### src/rtl/calc_key_sequencer.sv
// -----------------------------------------------------------------------------
// calc_key_sequencer
//
// Purpose:
//   Converts 4-bit key codes from the keypad hit-test stage into complete
//   calculator operations. It detects new key presses, accumulates decimal
//   digits into two binary operands, latches the operator, and on '=' offers
//   operand A, operand B and the opcode to the arithmetic unit through a
//   valid/ready handshake. The operand currently being typed is driven to
//   the display path.
//
// Optional feature macro:
//   KEY_DEBOUNCE_EN - when defined, a key is accepted only after key_code has
//                     held the same nonzero value for DEBOUNCE_CYCLES cycles,
//                     and re-arming needs DEBOUNCE_CYCLES cycles of code 0.
//                     When undefined, a single-cycle 0 -> nonzero edge is a
//                     press and DEBOUNCE_CYCLES is unused.
//
// Ports:
//   clk           in   system clock
//   reset         in   synchronous, active-high reset
//   key_code      in   [3:0] 0 none, 1-9 digits, 15 digit 0, 10 '+', 11 '-',
//                      12 '*', 13 '/', 14 '='
//   operand_a     out  [WIDTH-1:0] first operand, stable while op_valid
//   operand_b     out  [WIDTH-1:0] second operand, stable while op_valid
//   opcode        out  [1:0] 00 add, 01 sub, 10 mul, 11 div
//   op_valid      out  operation available to the arithmetic unit
//   op_ready      in   arithmetic unit accepts the operation
//   display_value out  [WIDTH-1:0] operand currently being entered
//   entry_state   out  [1:0] 00 S_A, 01 S_B, 10 S_ISSUE
// -----------------------------------------------------------------------------
module calc_key_sequencer #(
    parameter int WIDTH           = 16,
    parameter int MAX_DIGITS      = 4,
    parameter int DEBOUNCE_CYCLES = 4
) (
    input  logic             clk,
    input  logic             reset,
    input  logic [3:0]       key_code,
    output logic [WIDTH-1:0] operand_a,
    output logic [WIDTH-1:0] operand_b,
    output logic [1:0]       opcode,
    output logic             op_valid,
    input  logic             op_ready,
    output logic [WIDTH-1:0] display_value,
    output logic [1:0]       entry_state
);

    // Digit counters must be able to hold the value MAX_DIGITS itself.
    localparam int                CNT_W   = $clog2(MAX_DIGITS + 1);
    localparam logic [CNT_W-1:0]  MAX_CNT = CNT_W'(MAX_DIGITS);
    localparam logic [CNT_W-1:0]  CNT_ONE = CNT_W'(1);

    typedef enum logic [1:0] {
        S_A     = 2'b00,
        S_B     = 2'b01,
        S_ISSUE = 2'b10
    } state_t;

    // -------------------------------------------------------------------------
    // Operand append: value*10 + digit, with code 15 standing for digit 0.
    // The multiply is built from two shifts; the MAX_DIGITS/WIDTH relation
    // guarantees the result never overflows.
    // -------------------------------------------------------------------------
    function automatic logic [WIDTH-1:0] append_digit(
        input logic [WIDTH-1:0] value,
        input logic [3:0]       code
    );
        logic [3:0]       digit;
        logic [WIDTH-1:0] times_ten;
        digit     = (code == 4'd15) ? 4'd0 : code;
        times_ten = (value << 3) + (value << 1);
        return times_ten + {{(WIDTH-4){1'b0}}, digit};
    endfunction

    // Registered state and datapath
    state_t             r_state;
    logic [WIDTH-1:0]   r_a;
    logic [WIDTH-1:0]   r_b;
    logic [CNT_W-1:0]   r_cnt_a;
    logic [CNT_W-1:0]   r_cnt_b;
    logic [1:0]         r_opcode;
    logic               r_valid;
    logic [WIDTH-1:0]   r_display;
    logic [3:0]         r_prev_key;

    // Key classification and acceptance strobe
    logic               w_accept;
    logic               w_is_digit;
    logic               w_is_op;
    logic               w_is_eq;
    logic [1:0]         w_key_opcode;
    logic [WIDTH-1:0]   w_a_next;
    logic [WIDTH-1:0]   w_b_next;

    // Classify the raw key code; only meaningful when w_accept is high.
    always_comb begin
        w_is_digit   = ((key_code >= 4'd1) && (key_code <= 4'd9)) || (key_code == 4'd15);
        w_is_op      = (key_code >= 4'd10) && (key_code <= 4'd13);
        w_is_eq      = (key_code == 4'd14);
        // Codes 10..13 have low bits 10,11,00,01; adding 2 (mod 4) gives 00..11.
        w_key_opcode = key_code[1:0] + 2'd2;
        w_a_next     = append_digit(r_a, key_code);
        w_b_next     = append_digit(r_b, key_code);
    end

`ifdef KEY_DEBOUNCE_EN
    // Run length of identical consecutive samples, saturating at the window.
    localparam int               RUN_W    = $clog2(DEBOUNCE_CYCLES + 1);
    localparam logic [RUN_W-1:0] RUN_FULL = RUN_W'(DEBOUNCE_CYCLES);
    localparam logic [RUN_W-1:0] RUN_ONE  = RUN_W'(1);

    logic [RUN_W-1:0] r_run;
    logic             r_armed;
    logic [RUN_W-1:0] w_run_next;

    // Length of the current run of identical key codes including this sample.
    always_comb begin
        if (key_code == r_prev_key) begin
            if (r_run == RUN_FULL) begin
                w_run_next = RUN_FULL;
            end else begin
                w_run_next = r_run + RUN_ONE;
            end
        end else begin
            w_run_next = RUN_ONE;
        end
        // Accept exactly at the edge that completes a stable nonzero window.
        w_accept = r_armed && (key_code != 4'd0) && (w_run_next == RUN_FULL);
    end

    // Debounce tracker: previous sample, run length and re-arm flag.
    always_ff @(posedge clk) begin
        if (reset) begin
            r_prev_key <= 4'd0;
            r_run      <= {RUN_W{1'b0}};
            r_armed    <= 1'b1;
        end else begin
            r_prev_key <= key_code;
            r_run      <= w_run_next;
            if (w_accept) begin
                r_armed <= 1'b0;
            end else if ((key_code == 4'd0) && (w_run_next == RUN_FULL)) begin
                r_armed <= 1'b1;
            end else begin
                r_armed <= r_armed;
            end
        end
    end
`else
    // The window length only matters for the debounced press detector.
    logic w_unused_debounce;
    assign w_unused_debounce = (DEBOUNCE_CYCLES > 0);

    // A press is a nonzero code following a zero code on the previous edge.
    always_comb begin
        w_accept = (key_code != 4'd0) && (r_prev_key == 4'd0);
    end

    // Previous-key register; it keeps tracking in every entry state so a key
    // held through S_ISSUE is not seen as a fresh press afterwards.
    always_ff @(posedge clk) begin
        if (reset) begin
            r_prev_key <= 4'd0;
        end else begin
            r_prev_key <= key_code;
        end
    end
`endif

    // Entry FSM with its operand, count, opcode, valid and display registers.
    always_ff @(posedge clk) begin
        if (reset) begin
            r_state   <= S_A;
            r_a       <= {WIDTH{1'b0}};
            r_b       <= {WIDTH{1'b0}};
            r_cnt_a   <= {CNT_W{1'b0}};
            r_cnt_b   <= {CNT_W{1'b0}};
            r_opcode  <= 2'b00;
            r_valid   <= 1'b0;
            r_display <= {WIDTH{1'b0}};
        end else begin
            case (r_state)
                S_A: begin
                    if (w_accept && w_is_digit) begin
                        // Digits past MAX_DIGITS are dropped without effect.
                        if (r_cnt_a < MAX_CNT) begin
                            r_a       <= w_a_next;
                            r_cnt_a   <= r_cnt_a + CNT_ONE;
                            r_display <= w_a_next;
                        end else begin
                            r_a <= r_a;
                        end
                    end else if (w_accept && w_is_op) begin
                        // A with no digits is already 0, so nothing to fix up.
                        r_opcode  <= w_key_opcode;
                        r_state   <= S_B;
                        r_display <= r_b;
                    end else begin
                        r_state <= S_A;
                    end
                end

                S_B: begin
                    if (w_accept && w_is_digit) begin
                        if (r_cnt_b < MAX_CNT) begin
                            r_b       <= w_b_next;
                            r_cnt_b   <= r_cnt_b + CNT_ONE;
                            r_display <= w_b_next;
                        end else begin
                            r_b <= r_b;
                        end
                    end else if (w_accept && w_is_op) begin
                        // Operator may be corrected only until B has a digit.
                        if (r_cnt_b == {CNT_W{1'b0}}) begin
                            r_opcode <= w_key_opcode;
                        end else begin
                            r_opcode <= r_opcode;
                        end
                    end else if (w_accept && w_is_eq) begin
                        if (r_cnt_b != {CNT_W{1'b0}}) begin
                            r_state <= S_ISSUE;
                            r_valid <= 1'b1;
                        end else begin
                            r_state <= S_B;
                        end
                    end else begin
                        r_state <= S_B;
                    end
                end

                S_ISSUE: begin
                    // Everything is frozen until the handshake completes.
                    if (r_valid && op_ready) begin
                        r_state   <= S_A;
                        r_valid   <= 1'b0;
                        r_a       <= {WIDTH{1'b0}};
                        r_b       <= {WIDTH{1'b0}};
                        r_cnt_a   <= {CNT_W{1'b0}};
                        r_cnt_b   <= {CNT_W{1'b0}};
                        r_display <= {WIDTH{1'b0}};
                    end else begin
                        r_state <= S_ISSUE;
                    end
                end

                default: begin
                    r_state   <= S_A;
                    r_valid   <= 1'b0;
                    r_a       <= {WIDTH{1'b0}};
                    r_b       <= {WIDTH{1'b0}};
                    r_cnt_a   <= {CNT_W{1'b0}};
                    r_cnt_b   <= {CNT_W{1'b0}};
                    r_display <= {WIDTH{1'b0}};
                end
            endcase
        end
    end

    // All outputs come straight from registers.
    assign operand_a     = r_a;
    assign operand_b     = r_b;
    assign opcode        = r_opcode;
    assign op_valid      = r_valid;
    assign display_value = r_display;
    assign entry_state   = r_state;

endmodule

### config.mk
export PLATFORM = sky130hd
export DESIGN_NAME = calc_key_sequencer
export DESIGN_NICKNAME = d
export VERILOG_FILES = /design/src/rtl/calc_key_sequencer.sv
export SDC_FILE = /design/constraint.sdc
export NUM_CORES = 1
export LEC_CHECK = 0
export CAP_MARGIN = 15
export CORE_MARGIN = 5
export CORE_UTILIZATION = 59
export DETAILED_ROUTE_END_ITERATION = 16
export GPL_TIMING_DRIVEN = 0
export PLACE_DENSITY = 0.85
export SLEW_MARGIN = 20
export SYNTH_ARGS = -nofsm -noshare
export SYNTH_HDL_FRONTEND = slang
export SYNTH_SLANG_ARGS = --single-unit
export TNS_END_PERCENT = 50
### constraint.sdc
create_clock -name clk -period 9.1 [get_ports clk]
set_clock_uncertainty 0.1 [all_clocks]
set_input_delay 2.275 -clock clk [delete_from_list [all_inputs] [get_ports clk]]
set_output_delay 2.275 -clock clk [all_outputs]
set_load 0.01 [all_outputs]
==> results of run 1 <==
-- cells by family (layout without fill, tap and decap cells) --
family	count (synthesis)	count (layout)	synth area share
flops	63	63	0.292
buf+inv	39	110	0.0411
simple gates	165	165	0.182
xor+xnor	26	26	0.0544
mux	10	10	0.0237
compound gates	149	149	0.232
fa+ha+maj	59	59	0.174
-- layer usage --
metal | global-route usage | wire (um)
met2 | 0.449 | 5840
met3 | 0.0608 | 985
met5 | 0 | 0
met1 | 0.348 | 4950
met4 | 0.0936 | 273
-- area by class of cell --
class                           instances  area, um^2  share of cell area
Timing Repair Buffer                   55         551               0.106
Sequential cell                        63        1260               0.242
Clock buffer                           10         128              0.0245
Tap cell                               99         124              0.0238
Inverter                               11        41.3             0.00793
Clock inverter                          6        85.1              0.0163
Buffer                                 28         136              0.0262
Multi-Input combinational cell        409        2880               0.553
-- state kept, by name, summed over array words and instances, names as in the netlist, 2 cells and up --
register       cells
entry_state        2
r_cnt_a            3
r_prev_key         4
operand_a         16
opcode             2
display_value     16
operand_b         16
r_cnt_b            3
-- power groups by stage --
stage	sequential, mW	clock, mW	combinational (mW)
5_1_grt	0.295	0.278	0.130
3_3_place_gp	0.300	0	0.115
6_report	0.294	0.266	0.122
4_1_cts	0.294	0.267	0.119
2_1_floorplan	0.302	0	0.0715
3_5_place_dp	0.300	0	0.119
-- worst max-delay path: stages --
cell,delay (ns)
clkdlybuf4s50_1,0.45
buf_2,0.21
a31oi_1,0.37
ha_1,0.31
ha_1,0.21
inv_1,0.07
fa_1,0.19
nor2b_1,0.08
o31a_1,0.30
o41ai_1,0.52
o21ai_0,0.24
mux2i_1,0.18
a211oi_1,0.34
o41ai_2,0.10
-- through the flow --
stage / utilization / power (mW) / hold WS, ns / setup WS, ns / instances
after floorplan: - / 0.374 / 0.349 / 4.12 / 511
after global placement: 0.696 / 0.414 / 0.349 / 3.22 / 665
after detailed placement: 0.696 / 0.419 / 0.356 / 3.11 / 665
after CTS: 0.726 / 0.680 / 0.364 / 3.44 / 681
after global routing: 0.726 / 0.704 / 0.391 / 3.29 / 681
final: 0.726 / 0.682 / 0.369 / 3.35 / 681
-- synth_stat cells, types with 9 or more instances --
cell	number	area share
dfxtp_1	63	0.29
a22oi_1	17	0.030
ha_1	57	0.17
a21o_1	14	0.024
nor2_1	53	0.046
o21ai_1	9	0.010
o21ai_0	12	0.014
clkbuf_1	16	0.014
xnor2_1	19	0.039
inv_1	11	0.0096
a21oi_1	50	0.058
nand2_1	45	0.039
nand3_1	22	0.025
-- how the worst min path moves through the flow --
stage	start	slack, ns	to
after CTS	display_value[12]$_SDFFE_PP0P_	0.36	display_value[12]$_SDFFE_PP0P_
after detailed placement	display_value[12]$_SDFFE_PP0P_	0.36	display_value[12]$_SDFFE_PP0P_
after global placement	display_value[12]$_SDFFE_PP0P_	0.35	display_value[12]$_SDFFE_PP0P_
final	display_value[12]$_SDFFE_PP0P_	0.37	display_value[12]$_SDFFE_PP0P_
after floorplan	r_cnt_b[1]$_SDFFE_PP0P_	0.35	r_cnt_b[1]$_SDFFE_PP0P_
after global routing	display_value[12]$_SDFFE_PP0P_	0.39	display_value[12]$_SDFFE_PP0P_
==> flow_summary_export.csv, run 1 <==
group,metric,value,unit
timing,max_freq,0.174,GHz
finish,final_cell_mix,"63 x dfxtp_1, 57 x ha_1, 55 x clkdlybuf4s50_1",
logic_synthesis,synth_edf_count,0,
grt,grt_usage,0.272,
cts,clk_pin_slew_worst_paths,0.07,ns
detailed_routing,first_iter_violations,338,
grt,grt_pass1_vias,3985,
timing,rsz0062_at_grt,"no",
finish,final_area,5210,um^2
outcome,status,"completed",
cts,htreeDepth,3,
timing,setup_viol,0,
cts,clock_path_buffers,2,
floorplanning,io_pins,60,
cts,hold_buffers,0,
critical_path,critPathArrivalTime,5.86,ns
detailed_routing,drt_first_pass_iters,6,
grt,grt_pass1_wl,19300,um
critical_path,worst_setup_path_end_kind,"flip-flop",
power,power_density,131,nW/um^2
critical_path,startpoint,"key_code[3]",
critical_path,reg2reg_slack,5.79,ns
power,p_sw,0.195,mW
timing,post-route-min-period,5.75,ns
critical_path,r2r-start,"operand_b[0]$_SDFFE_PP0P_",
detailed_routing,postRouteWirelength,12000,um
floorplanning,dieArea,9130,um^2
power,pwr-share-clk,0.390,
finish,fin_nets,643,
detailed_routing,num_vias,4226,
timing,relSlewSlack,0.473,
floorplanning,rows,31,
power,power.leakage,2.24,nW
grt,antenna_found_initial,0,
grt,grt_overflow,0,
detailed_routing,viasPerCell,6.21,
cts,cts_tree,"done",
job,cap_viol_max_count,0,
critical_path,required,9.21,ns
cts,cts_setup_buffers,0,
logic_synthesis,ys.flop_type,"dfxtp_1",
critical_path,path_max_fanout,10,
power,pwr-share-seq,0.431,
power,p_comb_frac,0.179,
placed_design,postPlaceCellArea,4990,um^2
floorplanning,die_x,95.6,um
finish,fillers,553,
timing,worst_pin_slew,0.786,ns
cts,cts_resized,0,
cts,cts_root_buf,"clkbuf_8",
finish,area_delta_synth_final,20.5,%
timing,finalHoldViolCount,0,
placed_design,numPortBuffers,55,
worst_hold_path,hp-class,"flip-flop to flip-flop",
floorplanning,coreArea,7180,um^2
logic_synthesis,yosys_warnings,0,
detailed_routing,antenna_left,0,
logic_synthesis,ys_ff_latch,63,
logic_synthesis,synth_area,4320,um^2
logic_synthesis,synthCells,511,
power,ir_drop,0.112,mV
timing,setup_tns,0,ns
critical_path,worst_setup_path_start_kind,"input port",
timing,slew_viol_final,0,
critical_path,path_class,"input port to flip-flop",
logic_synthesis,seq_area_frac_synth,0.292,
logic_synthesis,syn_area_per_cell,8.45,um^2
placed_design,place_congestion,0.897,
logic_synthesis,async_flop_share,0,
detailed_routing,wl_per_cell,17.7,um
critical_path,r2r_end,"display_value[14]$_SDFFE_PP0P_",
logic_synthesis,syn-num-nets,577,
power,power.internal,0.486,mW
worst_hold_path,min_path_cells,2,
detailed_routing,remaining_drc_errors,0,
finish,drive_gt1_frac,0.0653,
critical_path,crit_end,"display_value[14]$_SDFFE_PP0P_",
finish,antennaDiodeCount,0,
critical_path,reg2reg_depth,10,
power,switching_share,0.286,
placed_design,dp_hpwl,9220,um
grt,grt_max_degree,12,
timing,final.period_utilization,0.632,
logic_synthesis,ys_types,61,
cts,insertion_delay,0.35,ns
cts,cts.sink_count,63,
floorplanning,initial_core_util,0.602,
cts,numCtsBuffers,9,
floorplanning,die_h,95.6,um
finish,layout_commonest_cell,"dfxtp_1",
Power figures use the tool's default switching activity.
==> run 2, diff against run 1 <==
--- a/config.mk
+++ b/config.mk
@@ -7,10 +7,10 @@
 export LEC_CHECK = 0
 export CAP_MARGIN = 15
 export CORE_MARGIN = 5
-export CORE_UTILIZATION = 59
+export CORE_UTILIZATION = 56
 export DETAILED_ROUTE_END_ITERATION = 16
 export GPL_TIMING_DRIVEN = 0
-export PLACE_DENSITY = 0.85
+export PLACE_DENSITY = 0.81
 export SLEW_MARGIN = 20
 export SYNTH_ARGS = -nofsm -noshare
 export SYNTH_HDL_FRONTEND = slang
==> constraint.sdc (replaced) <==
create_clock -name clk -period 5.6 [get_ports clk]
set_clock_uncertainty 0.1 [all_clocks]
set_input_delay 1.4 -clock clk [delete_from_list [all_inputs] [get_ports clk]]
set_output_delay 1.4 -clock clk [all_outputs]
set_load 0.01 [all_outputs]
==> flow_summary_export.csv, run 2 (synthesis gave the netlist of run 1 again) <==
group,metric,value,unit
power,power.leakage,2.25,nW
detailed_routing,postRouteWirelength,12000,um
cts,numCtsBuffers,9,
critical_path,crit_top_cell,"ha_1",
grt,grt_pass1_vias,3988,
worst_hold_path,min_to,"display_value[12]$_SDFFE_PP0P_",
timing,slew_viol_final,0,
critical_path,worst_setup_path_end_kind,"flip-flop",
placed_design,post-place-ws,0.565,ns
finish,area_delta_synth_final,20.9,%
floorplanning,coreArea,7610,um^2
cts,insertion_delay,0.34,ns
floorplanning,dieArea,9570,um^2
floorplanning,initial_core_util,0.568,
floorplanning,die_x,97.8,um
detailed_routing,remaining_drc_errors,0,
worst_hold_path,hp-class,"flip-flop to flip-flop",
cts,clk_pin_slew_worst_paths,0.07,ns
timing,setup_tns,0,ns
critical_path,path_max_fanout,10,
cts,hold_buffers,0,
placed_design,numPlacedInstances,668,
cts,cts_setup_buffers,0,
detailed_routing,antenna_left,0,
timing,max_freq,0.211,GHz
finish,final_area,5220,um^2
critical_path,r2r-start,"operand_b[0]$_SDFFE_PP0P_",
critical_path,path_class,"input port to flip-flop",
timing,finalHoldViolCount,0,
critical_path,r2r_end,"display_value[14]$_SDFFE_PP0P_",
power,finalPower,1.12,mW
floorplanning,io_pins,60,
finish,antennaDiodeCount,0,
placed_design,postPlaceCellArea,5000,um^2
timing,setup_viol,0,
placed_design,place_congestion,0.942,
timing,worst_pin_slew,0.795,ns
critical_path,path_buf_inv,3,
timing,rsz0062_at_grt,"no",
finish,drive_gt1_frac,0.0653,
critical_path,reg2reg_depth,10,
outcome,status,"completed",
critical_path,slowest_delay,0.50,ns
finish,fin_nets,643,
finish,layout_commonest_cell,"dfxtp_1",
finish,fillers,620,
job,cap_viol_max_count,0,
grt,antenna_found_initial,0,
timing,post-route-min-period,4.73,ns
cts,cts_resized,0,
placed_design,numPortBuffers,55,
critical_path,worstPathCellList,"clkdlybuf4s50_1, buf_2, a31oi_1, ha_1, ha_1, inv_1, fa_1, nor2b_1, o31a_1, o41ai_1, o21ai_0, mux2i_1, a211oi_1, o41ai_2",
timing,relSlewSlack,0.468,
worst_hold_path,hold_start,"display_value[12]$_SDFFE_PP0P_",
detailed_routing,num_vias,4231,
detailed_routing,drt_first_pass_iters,5,
cts,cts_tree,"done",
grt,grt_max_degree,12,
detailed_routing,wl_per_cell,17.5,um
timing,final.period_utilization,0.844,
timing,timing.hold.ws,0.371,ns
cts,cts_root_buf,"clkbuf_8",
cts,clock_path_buffers,2,
critical_path,required,5.74,ns
finish,final_cell_mix,"63 x dfxtp_1, 57 x ha_1, 55 x clkdlybuf4s50_1",
worst_hold_path,min_path_cells,2,
floorplanning,rows,32,
grt,grt_overflow,0,
cts,cts.sink_count,63,
critical_path,critPathTopFamily,"compound AO/OA/AOI/OAI gates",
critical_path,reg2reg_slack,2.40,ns
power,power_density,214,nW/um^2
finish,stdcell_count,684,
grt,grt_pass1_wl,19300,um
floorplanning,die_h,97.8,um
finish,final_core_utilization,0.686,
critical_path,worst_setup_path_start_kind,"input port",
critical_path,cp_slowest_cell,"o41ai_1",
detailed_routing,viasPerCell,6.19,
cts,htreeDepth,3,
detailed_routing,first_iter_violations,403,
power,ir_drop,0.190,mV
grt,grt_usage,0.246,
critical_path,critPathArrivalTime,4.87,ns
timing,fin_ws,0.871,ns
placed_design,dp_hpwl,9170,um
==> run 2: cell count changes in the layout (fill, tap and decap cells not counted) <==
cell / delta
clkbuf_8: +1
clkinv_2: -1
clkinv_4: +1
clkinvlp_4: -1
==> run 2: layout make-up <==
cell class	count	area, um^2	share of cell area
Tap cell	102	128	0.0244
Timing Repair Buffer	55	551	0.105
Inverter	11	41.3	0.00791
Sequential cell	63	1260	0.242
Clock buffer	11	141	0.0271
Multi-Input combinational cell	409	2880	0.552
Clock inverter	5	81.3	0.0156
Buffer	28	136	0.0261
==> run 2: worst min-delay path, stage by stage, from the launching register on <==
cell and delay [ns]:
dfxtp_1 0.32, nand2_1 0.06, a21oi_1 0.05
==> run 2: where the power goes <==
part	internal (mW)	total [mW]	switching, mW
combinational	0.0769	0.197	0.120
sequential	0.465	0.478	0.0132
clock	0.263	0.440	0.178
==> run 2: metal layers <==
metal  vias up  wire [um]  global-route usage
met1      1992       4980               0.312
met3        34        937              0.0457
met2       204       5610               0.404
li1       2001          -                   -
met5         -          0                   0
met4         0        428               0.115
==> run 2: worst max-delay path by stage <==
stage | from | end | depth (start not counted)
after detailed placement | key_code[3] | display_value[14]$_SDFFE_PP0P_ | 14
after global placement | key_code[3] | display_value[14]$_SDFFE_PP0P_ | 14
after floorplan | key_code[2] | display_value[14]$_SDFFE_PP0P_ | 14
after CTS | key_code[3] | display_value[14]$_SDFFE_PP0P_ | 14
after global routing | key_code[3] | display_value[14]$_SDFFE_PP0P_ | 14
final | key_code[3] | display_value[14]$_SDFFE_PP0P_ | 14
==> run 3, diff against run 2 <==
==> constraint.sdc (replaced) <==
create_clock -name clk -period 4.72 [get_ports clk]
set_clock_uncertainty 0.1 [all_clocks]
set_input_delay 1.18 -clock clk [delete_from_list [all_inputs] [get_ports clk]]
set_output_delay 1.18 -clock clk [all_outputs]
set_load 0.01 [all_outputs]
==> flow_summary_export.csv, run 3 (synthesis gave the netlist of run 1 again) <==
group,metric,value,unit
finish,area_delta_synth_final,21.0,%
worst_hold_path,hp-class,"flip-flop to flip-flop",
detailed_routing,drt-met1-wl,5030,um
grt,antenna_found_initial,0,
cts,cts.sink_count,63,
detailed_routing,remaining_drc_errors,0,
timing,setup_viol,0,
timing,final.period_utilization,0.939,
grt,grt_pass1_wl,19300,um
cts,clock_path_buffers,2,
grt,grt_pass1_vias,3988,
placed_design,place_congestion,0.942,
floorplanning,rows,32,
timing,post-route-min-period,4.43,ns
cts,cts_tree,"done",
worst_hold_path,min_to,"display_value[12]$_SDFFE_PP0P_",
cts,hold_buffers,0,
floorplanning,coreArea,7610,um^2
outcome,status,"completed",
finish,fin_nets,643,
finish,final_cell_mix,"63 x dfxtp_1, 57 x ha_1, 55 x clkdlybuf4s50_1",
detailed_routing,first_iter_violations,376,
critical_path,reg2reg_slack,1.68,ns
timing,finalHoldViolCount,0,
critical_path,worst_setup_path_start_kind,"input port",
finish,layout_commonest_cell,"dfxtp_1",
power,finalPower,1.33,mW
timing,worst_pin_slew,0.776,ns
critical_path,required,4.86,ns
timing,relSlewSlack,0.479,
critical_path,path_max_fanout,10,
floorplanning,die_h,97.8,um
detailed_routing,antenna_left,0,
critical_path,path_class,"input port to flip-flop",
job,cap_viol_max_count,0,
critical_path,r2r-start,"operand_b[0]$_SDFFE_PP0P_",
detailed_routing,drt_first_pass_iters,5,
worst_hold_path,hold_start,"display_value[12]$_SDFFE_PP0P_",
detailed_routing,top_layer,"met4",
detailed_routing,num_vias,4246,
worst_hold_path,min_path_cells,2,
floorplanning,io_pins,60,
placed_design,dp_hpwl,9170,um
cts,cts_root_buf,"clkbuf_8",
grt,grt_overflow,0,
finish,drive_gt1_frac,0.0670,
cts,htreeDepth,3,
power,power.leakage,2.26,nW
detailed_routing,postRouteWirelength,12000,um
grt,grt_usage,0.246,
cts,numCtsBuffers,9,
detailed_routing,wl_per_cell,17.6,um
cts,insertion_delay,0.34,ns
timing,slew_viol_final,0,
placed_design,post-place-ws,-0.0951,ns
cts,cts_resized,0,
floorplanning,dieArea,9570,um^2
grt,grt_max_degree,12,
power,ir_drop,0.226,mV
detailed_routing,wl_met2,5610,um
critical_path,critPathArrivalTime,4.57,ns
detailed_routing,viasPerCell,6.21,
detailed_routing,routed-wl-met3,918,um
floorplanning,initial_core_util,0.568,
critical_path,worst_setup_path_end_kind,"flip-flop",
timing,rsz0062_at_grt,"no",
placed_design,numPortBuffers,55,
critical_path,reg2reg_depth,10,
finish,antennaDiodeCount,0,
timing,fin_ws,0.287,ns
cts,cts_setup_buffers,0,
power,power_density,254,nW/um^2
floorplanning,die_x,97.8,um
critical_path,r2r_end,"display_value[14]$_SDFFE_PP0P_",
timing,max_freq,0.226,GHz
cts,clk_pin_slew_worst_paths,0.07,ns
==> run 3: worst max path at each step <==
stage	startpoint	end	depth (start not counted)
4_1_cts	key_code[3]	display_value[14]$_SDFFE_PP0P_	14
3_5_place_dp	key_code[3]	display_value[14]$_SDFFE_PP0P_	14
5_1_grt	key_code[3]	display_value[14]$_SDFFE_PP0P_	14
6_report	key_code[3]	display_value[14]$_SDFFE_PP0P_	14
3_3_place_gp	key_code[3]	display_value[14]$_SDFFE_PP0P_	14
2_1_floorplan	key_code[2]	display_value[14]$_SDFFE_PP0P_	14
==> run 3: stage by stage <==
stage / setup TNS, ns / utilization / instance area [um^2] / std cells / hold slack [ns]
3_5_place_dp: -0.0951 / 0.657 / 5000 / 668 / 0.355
5_1_grt: 0 / 0.687 / 5230 / 684 / 0.378
2_1_floorplan: 0 / - / 4320 / 511 / 0.349
3_3_place_gp: -0.0688 / 0.657 / 5000 / 668 / 0.347
4_1_cts: 0 / 0.686 / 5220 / 684 / 0.365
6_report: 0 / 0.687 / 5230 / 684 / 0.373
==> run 3: cell type report <==
type,instances,area [um^2]
tap,102,128
inverter,11,41.3
clock buffer,11,141
fill,618,2380
buffer,28,136
sequential,63,1260
timing repair buffer,55,551
clock inverter,5,81.3
multi-input combinational,409,2890
==> run 3: report_power, final <==
part           switching (mW)  total [mW]  internal [mW]
logic                   0.143       0.234         0.0913
clock network           0.212       0.524          0.312
registers              0.0157       0.567          0.552
==> run 3: metal layers <==
layer,global-route usage,vias up
met5,0,-
met4,0.115,0
met3,0.0457,40
met2,0.404,214
met1,0.312,1988
li1,-,2004
==> run 3: worst max-delay path, stage by stage <==
cell and delay [ns]:
clkdlybuf4s50_1 0.46, buf_2 0.21, a31oi_1 0.38, ha_1 0.24, ha_1 0.17, inv_1 0.06
fa_1 0.40, nand2b_1 0.18, a21oi_1 0.17, o21ai_0 0.19, o21ai_0 0.29, mux2i_1 0.33
a211oi_1 0.10, o41ai_2 0.22
